File: src/rtl/prng_pkg.sv
// prng_pkg: shared FSM encoding, default tap masks and helpers for the LFSR PRNG.
// Contents: fsm_t (IDLE/GEN/HOLD), maximal-length XNOR tap masks for 8/16/24/32 bits,
// all_ones(width) returning a 32-bit mask with the low width bits set.
package prng_pkg;
  typedef enum logic [1:0] {IDLE, GEN, HOLD} fsm_t;
  localparam logic [7:0]  TAPS_8  = 8'hB8;
  localparam logic [15:0] TAPS_16 = 16'hD008;
  localparam logic [23:0] TAPS_24 = 24'hE1_0000;
  localparam logic [31:0] TAPS_32 = 32'h8020_0003;
  function automatic logic [31:0] all_ones(input int width);
    return 32'((64'd1 << width) - 64'd1);
  endfunction
endpackage

File: src/rtl/prng_prescaler.sv
// prng_prescaler: clock-enable tick generator, one tick every cfg_div+1 running cycles.
// Ports: CLK, rst (async active-low), clr (sync clear), run (count enable),
// cfg_div (period minus 1), tick (high in the cycle the count equals cfg_div).
module prng_prescaler #(
  parameter int DIV_W = 24
) (
  input  logic             CLK,
  input  logic             rst,
  input  logic             clr,
  input  logic             run,
  input  logic [DIV_W-1:0] cfg_div,
  output logic             tick
);
  logic [DIV_W-1:0] cnt;
  // Compared live against cfg_div, so a new period applies at the next compare.
  assign tick = run & ~clr & (cnt == cfg_div);
  always_ff @(posedge CLK or negedge rst)
    if (!rst) cnt <= '0;
    else if (clr) cnt <= '0;
    else if (run) cnt <= tick ? '0 : cnt + 1'b1;
endmodule

File: src/rtl/lfsr_prng_core.sv
// lfsr_prng_core: XNOR Fibonacci LFSR word generator with prescaler, seed load, lock-up guard and valid/ready output.
// Ports: CLK, rst (async active-low), en, mode (0 free-run / 1 single-step), step,
// cfg_div, cfg_load, cfg_seed, out_data, out_valid, out_ready, lock_err, busy.
module lfsr_prng_core
  import prng_pkg::*;
#(
  parameter int               WIDTH = 16,
  parameter logic [WIDTH-1:0] TAPS  = WIDTH'(TAPS_16),
  parameter int               OUT_W = 8,
  parameter int               DIV_W = 24,
  parameter logic [WIDTH-1:0] SEED  = '0
) (
  input  logic             CLK,
  input  logic             rst,
  input  logic             en,
  input  logic             mode,
  input  logic             step,
  input  logic [DIV_W-1:0] cfg_div,
  input  logic             cfg_load,
  input  logic [WIDTH-1:0] cfg_seed,
  output logic [OUT_W-1:0] out_data,
  output logic             out_valid,
  input  logic             out_ready,
  output logic             lock_err,
  output logic             busy
);
  localparam int               BC_W = $clog2(OUT_W + 1);
  localparam logic [BC_W-1:0]  LAST = BC_W'(OUT_W - 1);
  localparam logic [WIDTH-1:0] ONES = WIDTH'(all_ones(WIDTH));
  fsm_t             st, nx;
  logic [WIDTH-1:0] lfsr, cand, nxt;
  logic [BC_W-1:0]  bit_cnt;
  logic             fb, bad, tick, clr, wr, last;
  // Load and shift share one write path so the all-ones guard covers both.
  always_comb begin
    fb   = ~^(lfsr & TAPS);
    cand = cfg_load ? cfg_seed : {lfsr[WIDTH-2:0], fb};
    bad  = cand == ONES;
    nxt  = bad ? SEED : cand;
    wr   = cfg_load | tick;
    last = bit_cnt == LAST;
    clr  = cfg_load | ~en | (st != GEN);
  end
  // tick is suppressed by clr, so a coinciding load never also shifts.
  prng_prescaler #(.DIV_W(DIV_W)) u_presc (
    .CLK     (CLK),
    .rst     (rst),
    .clr     (clr),
    .run     (st == GEN),
    .cfg_div (cfg_div),
    .tick    (tick)
  );
  always_ff @(posedge CLK or negedge rst)
    if (!rst) st <= IDLE;
    else st <= nx;
  always_comb
    nx = (cfg_load || !en) ? IDLE
       : (st == IDLE) ? ((!mode || step) ? GEN : IDLE)
       : (st == GEN)  ? ((tick && last) ? HOLD : GEN)
       : (st == HOLD) ? ((out_valid && out_ready) ? (mode ? IDLE : GEN) : HOLD)
       : IDLE;
  always_comb busy = st == GEN;
  always_ff @(posedge CLK or negedge rst)
    if (!rst) begin
      lfsr      <= SEED;
      bit_cnt   <= '0;
      out_data  <= '0;
      out_valid <= 1'b0;
      lock_err  <= 1'b0;
    end else begin
      lock_err <= wr & bad;
      if (wr) lfsr <= nxt;
      if (cfg_load || !en) begin
        bit_cnt   <= '0;
        out_valid <= 1'b0;
      end else if (tick) begin
        bit_cnt <= last ? '0 : bit_cnt + 1'b1;
        if (last) begin
          out_data  <= nxt[OUT_W-1:0];
          out_valid <= 1'b1;
        end
      end else if (st == HOLD && out_valid && out_ready) out_valid <= 1'b0;
    end
endmodule

File: config.mk
export PLATFORM = sky130hd
export DESIGN_NAME = lfsr_prng_core
export DESIGN_NICKNAME = d
export VERILOG_FILES = /design/src/rtl/prng_pkg.sv /design/src/rtl/prng_prescaler.sv /design/src/rtl/lfsr_prng_core.sv
export SDC_FILE = /design/constraint.sdc
export NUM_CORES = 1
export LEC_CHECK = 0
export ABC_CLOCK_PERIOD_IN_PS = 3000
export CAP_MARGIN = 15
export CELL_PAD_IN_SITES_DETAIL_PLACEMENT = 0
export CELL_PAD_IN_SITES_GLOBAL_PLACEMENT = 2
export CORE_MARGIN = 3
export CORE_UTILIZATION = 32
export DETAILED_ROUTE_END_ITERATION = 10
export GPL_TIMING_DRIVEN = 0
export PLACE_DENSITY = 0.79
export REMOVE_ABC_BUFFERS = 1
export SYNTH_ARGS = -nofsm -noshare
export SYNTH_HDL_FRONTEND = slang
export SYNTH_HIERARCHICAL = 1
export SYNTH_SLANG_ARGS = --single-unit
File: constraint.sdc
create_clock -name CLK -period 3 [get_ports CLK]
set_clock_uncertainty 0.05 [all_clocks]
set_input_delay 0.6 -clock CLK [delete_from_list [all_inputs] [get_ports CLK]]
set_output_delay 0.6 -clock CLK [all_outputs]
set_load 0.05 [all_outputs]
# Word level (Yosys, flattened, before mapping)
# Index checks and enable logic that the tools add are counted.
# totals
input_bits,47
out_inout_bits,11
reg_bits,56
wordCells,60
# op_classes
n_addsub,2
n_eq_ne,7
reduce_logical,15
n_mux,20
bitwise_logic,9
# op_table
op,count
24-bit two-way mux,3
16-bit two-way mux,2
"24-bit by 1-bit adder with 24-bit output, second input constant",1
24-bit equality test,1
"16-bit equality test, second input constant",1
16-bit XNOR reduction,1
2-bit two-way mux,6
4-bit two-way mux,3
1-bit two-way mux,6
"4-bit by 1-bit adder with 4-bit output, second input constant",1
"4-bit by 3-bit equality test with 1-bit output, second input constant",1
1-bit logical AND,4
2-bit nonzero test,2
1-bit AND,3
"3-bit by 1-bit inequality test with 1-bit output, second input constant",1
1-bit NOT,3
1-bit bitwise OR,3
3-bit AND reduction,1
3-bit nonzero test,1
"2-bit by 1-bit equality test with 1-bit output, second input constant",1
"2-bit equality test, second input constant",1
1-bit zero test,2
2-bit zero test,1
1-bit logical OR,2
other kinds (2),2

# Logic depth before layout (Yosys ltp)
# Gate-level depths: netlist of run 1.
# logic_depth
word_depth,11
mapped_depth,11
ltp_nobuf,10

# Modules after synthesis
# Netlist of run 1, hierarchy kept.
# modules_own_cells
module,instances,cells_each,seq_area_each_um2,area_each_um2
prng_prescaler,1,188,600.6,1647.8
lfsr_prng_core,1,165,800.8,1635.3

# Least setup slack after synthesis of run 1
# OpenSTA, ideal clock, no wires.
# synth_path
kind,reg2reg
startpoint,register st[1]
endpoint,register bit_cnt[3]
t_required_ns,2.872
setup_time_ns,0.078
period_less_slack_ns,3.112
path_slack_ns,-0.112
stages_incl_launch_ff,9
arrival_time_ns,2.985
path_buffers,1
cell_sequence,dfrtp_1 > nor2b_1 > nand2_1 > nand2b_1 > nor2_1 > clkbuf_1 > nand4_1 > or3_1 > a21oi_1
# synth_via
word_cells_on_any_way,7
classes_between,2 x eq/ne; 4 x bitwise; 1 x reduce/logical
# synth_rtl
item,line_no,text
from (decl),lfsr_prng_core.sv:30,"fsm_t st, nx;"
from (signal assigned),lfsr_prng_core.sv:55,else st <= nx;
2-bit by 1-bit equality test with 1-bit output,n/a,
net busy,lfsr_prng_core.sv:25,output logic busy
1-bit AND (2 in a row),prng_prescaler.sv:16,assign tick = run & ~clr & (cnt == cfg_div);
net tick,lfsr_prng_core.sv:33,"logic fb, bad, tick, clr, wr, last;"
2-bit nonzero test (no source line),n/a,
to (signal assigned),lfsr_prng_core.sv:77,bit_cnt <= last ? '0 : bit_cnt + 1'b1;
to (decl),lfsr_prng_core.sv:32,logic [BC_W-1:0] bit_cnt;
# The timed path passes the listed nets, and every way through them passes these cells.
# A chain may end at the register's enable or synchronous reset.

# Final worst setup path of run 1
# layout_path
startpoint,input port cfg_load
endpoint,register lfsr[8]
# layout_via
elab_chain_len,6
word_cells_on_any_way,9
classes_between,1 x eq/ne; 2 x mux; 6 x bitwise
# layout_lines
item,line_no,text
from (decl),lfsr_prng_core.sv:19,"input logic cfg_load,"
1-bit bitwise OR (2 in a row),lfsr_prng_core.sv:42,clr = cfg_load | ~en | (st != GEN);
net clr,lfsr_prng_core.sv:33,
1-bit NOT,prng_prescaler.sv:16,
1-bit AND (2 in a row),prng_prescaler.sv:16,
net tick,lfsr_prng_core.sv:33,
1-bit bitwise OR,lfsr_prng_core.sv:40,wr = cfg_load | tick;
to (signal assigned),lfsr_prng_core.sv:72,if (wr) lfsr <= nxt;
to (decl),lfsr_prng_core.sv:31,"logic [WIDTH-1:0] lfsr, cand, nxt;"
# The timed path passes the listed nets, and every way through them passes these cells.

==> summary.md, run 1 <==
| Metric | Value |
|---|---|
| Final wirelength | ~8600 um |
| Slew HR | 38.3% |
| I/O pin total | 58 |
| Maximum number of pins on one net before global-route repair | 35 |
| Max-cap violation count | 0 |
| Dominant cell by count in the synthesized netlist | sky130_fd_sc_hd__dfrtp_1 |
| Ys Warns | 6 |
| Syn avg cell area | 9.30 sq um |
| Count of nets left with antenna violations after detail routing | 0 |
| Fmax achieved | roughly 360 MHz |
| Largest cells by area after synthesis | sky130_fd_sc_hd__dfrtp_1, sky130_fd_sc_hd__a22o_1, sky130_fd_sc_hd__nand2_1 |
| Setup-violating endpoint count in the final report | 0 |
| Worst setup EP type | flop |
| Post-route DRC violation count | 0 |
| Number of port buffers | 57 |
| Total overflow reported by the global router | 0 |
| Worst path arrival time | 2980 ps |
| Portion of netlist area occupied by mux cells | 3.96% |
| R2R cell count | 8 |
| FF+latch count, synth | between 50 and 60 |
| Global-route wire length before repair | ~14,000 um |
| Die extent in x | around 110 um |
| Std-Cell Rows | 36 |
| Hold WC Path Type | primary input to asynchronous set/reset pin |
| Post-detailed-route via-to-cell ratio | 5.19 |
| Average wire per standard cell | 16.0 um |
| Clock buffer depth | 2 |
| Post-synthesis cell area | 3280 sq um |
| Smallest setup slack after layout | between 150 and 200 ps |
| Share of flip-flops with an asynchronous set or reset | 100% |
| GRT Util Overall | around 15% |
| Post-synth top area cell | sky130_fd_sc_hd__dfrtp_1 |
| Max FO, Critical Path | 30 |
| Final period util | roughly 93% |
| Area share of xor/xnor cells in the synthesized design | around 7.7% |
| Launching element type of the critical path | primary input |
| Sequential-to-total area share from yosys stat | 42.7% |
| Primary flip-flop cell chosen by synthesis mapping | sky130_fd_sc_hd__dfrtp_1 |
| Synth Area in Adders | less than 1% |
| Slack of the worst reg-to-reg path | approximately 430 ps |
| Antenna cell count | 0 |
| Die Y-Extent | ~110 um |
| Worst setup timing slack at the placement stage | -1560 ps |
| Post-synth EDFFs | 0 |
| Number of distinct library cell variants in the gate-level netlist after synthesis | 46 |
| Leakage power | between 1.5 and 2 nW |
| CTS tree | done |
| Vias after detailed routing | approximately 2,800 |
| VDD IR max | approximately 0.22 mV |
| Last weighted congestion value of the routability-driven placer | 0.746 |
| Area fraction in compound gates after synthesis | between 15 and 20% |
| Post-synth top cells | sky130_fd_sc_hd__dfrtp_1, sky130_fd_sc_hd__nand2_1, sky130_fd_sc_hd__nand3_1, sky130_fd_sc_hd__nor2_1, sky130_fd_sc_hd__a22o_1 |
| Setup repair after global routing missed its margin | no |
| Insertion delay to the later sink of the worst-skew pair | about 320 ps |
| Largest family of logic cells by synthesized area | simple AND/OR/NAND/NOR gates |
| Clock sink count | 56 |
| CTS H-tree lvls | 2 |
| Antenna violations before repair | 0 |
| Area share of the leading cell type in the synthesized netlist | a little over two fifths |
| Core region area | approximately 10000 sq um |
| Clk Tree Root Cell | sky130_fd_sc_hd__clkbuf_8 |
| Slew Limit Fails | 0 |
| Crit path time final | roughly 2800 ps |
| Number of instances in the synthesized netlist | between 300 and 400 |
| Run status | finished, final reports clean |
| Fraction of final layout cells sized beyond drive strength 1 | 7.41% |
| Final Hold Vio Count | 0 |
| Slew @ Worst Pin | about 920 ps |
| First-iteration detailed-routing DRC count | between 70 and 80 |
| Setup TNS | 0 ps |
| Relative area change from synthesis to final layout | 25.0% |
| Post-synthesis simple-gate area fraction | between 20% and 30% |
| Via count of the first global-routing pass | approximately 2,700 |
| Clock-pin slew of the registers on the worst-case setup and hold paths | roughly 120 ps |
| Number of buffers added by the clock tree synthesis step | 5 |
| Worst Setup Path Type | primary input to flop |
| DPL Wire Length | 5910 um |
| Final cell utilization of the core | 41.6% |
| Area enclosed by the die boundary | roughly 12,000 sq um |
| Layout net count | approximately 450 |
| Ratio of total power to cell area | between 300 and 400 nW/um^2 |
| First-pass detailed-route iteration total | 4 |
| Effective utilization at floorplan | about a third |
| Req. time, crit path | 3170 ps |
[repair_timing]
action	in CTS	in global routing
gates resized for setup	8	5
gates cloned	0	1
setup endpoints to repair	56	37
endpoints found under the hold margin	0	0
setup buffers	3	2
pin swaps	1	1
hold buffers	0	0
[routing by layer]
layer,vias to the layer above,routed length [um],GRT usage (%)
li1,1393,-,-
met1,1334,4210,22.4
met2,63,3900,23.7
met3,4,412,2.22
met4,0,55,2.74
met5,-,0,0
[final timing paths]
path	startpoint	end
max in group asynchronous	rst	u_presc/cnt[12]$_DFFE_PN0P_
hold / removal	rst	out_data[7]$_DFFE_PN0P_
min in group CLK	lfsr[2]$_DFFE_PN0N_	lfsr[2]$_DFFE_PN0N_
hold reg to reg	lfsr[2]$_DFFE_PN0N_	lfsr[2]$_DFFE_PN0N_
setup / recovery	cfg_load	lfsr[8]$_DFFE_PN0N_
setup reg to reg	u_presc/cnt[11]$_DFFE_PN0P_	out_data[3]$_DFFE_PN0P_
[critical path, cell delays in order]
cell and delay, ps:
sky130_fd_sc_hd__buf_2 470, sky130_fd_sc_hd__nor2b_1 190, sky130_fd_sc_hd__nand2_1 250, sky130_fd_sc_hd__nand2b_1 320
sky130_fd_sc_hd__nor2_4 70, sky130_fd_sc_hd__buf_4 150, sky130_fd_sc_hd__nor2_2 430, sky130_fd_sc_hd__buf_8 230
sky130_fd_sc_hd__nor2_1 60, sky130_fd_sc_hd__a22o_1 200
[cell families after synthesis]
kind of cell	Yosys count
AOI/OAI and AO/OA	71
muxes	13
buffers and inverters	25
adders and majority gates	2
xor gates and xnor gates	28
and+or+nand+nor	158
DFF	56
[sequential cells by signal (all words and copies together) (netlist names)]
register / count
out_data: 8
bit_cnt: 4
out_valid: 1
st: 2
u_presc/cnt: 24
lfsr: 16
lock_err: 1
[layout by cell type (no fill, tap or decap), types with 9 or more instances in the layout]
cell type / count
sky130_fd_sc_hd__dfrtp_1: 56
sky130_fd_sc_hd__clkdlybuf4s50_1: 55
sky130_fd_sc_hd__nand2_1: 41
sky130_fd_sc_hd__nand3_1: 31
sky130_fd_sc_hd__nor2_1: 28
sky130_fd_sc_hd__a22o_1: 24
sky130_fd_sc_hd__xnor2_1: 18
sky130_fd_sc_hd__mux2i_1: 13
sky130_fd_sc_hd__a21oi_1: 11
sky130_fd_sc_hd__nand4_1: 11
sky130_fd_sc_hd__o21ai_0: 9
sky130_fd_sc_hd__and3_1: 9
sky130_fd_sc_hd__xor2_1: 9
[final cells by class]
class	count	area, sq um
inverter	4	15.0
clock buffer	5	68.8
timing repair buffer	64	633
sequential	56	1400
multi-input combinational	273	1790
fill	1023	5760
clock inverter	3	26.3
tap	133	166
[report_power, final]
part,leakage (nW),switching (mW),total (mW),internal (mW)
clock,0.0487,0.278,0.450,0.171
combinational,0.865,0.103,0.219,0.117
sequential,0.755,0.0202,0.801,0.781
[metrics by stage]
step / area (sq um) / total power, mW / std cells / hold slack [ps]
after floorplan: 3150 / 0.911 / 332 / 254
after global placement: 3880 / 1.03 / 522 / 417
after detailed placement: 3920 / 1.04 / 524 / 441
after CTS: 4070 / 1.49 / 535 / 339
after global routing: 4100 / 1.55 / 538 / 366
final: 4100 / 1.47 / 538 / 304
Note: power is estimated with default switching activity, not from simulation.
==> run 2, diff against run 1 <==
--- a/config.mk
+++ b/config.mk
@@ -11,6 +11,7 @@
 export CELL_PAD_IN_SITES_GLOBAL_PLACEMENT = 2
 export CORE_MARGIN = 3
 export CORE_UTILIZATION = 32
+export CTS_CLUSTER_SIZE = 40
 export DETAILED_ROUTE_END_ITERATION = 10
 export GPL_TIMING_DRIVEN = 0
 export PLACE_DENSITY = 0.79
==> results of run 2 <==
Final layout, timing and power as in run 1 (identical DEF).
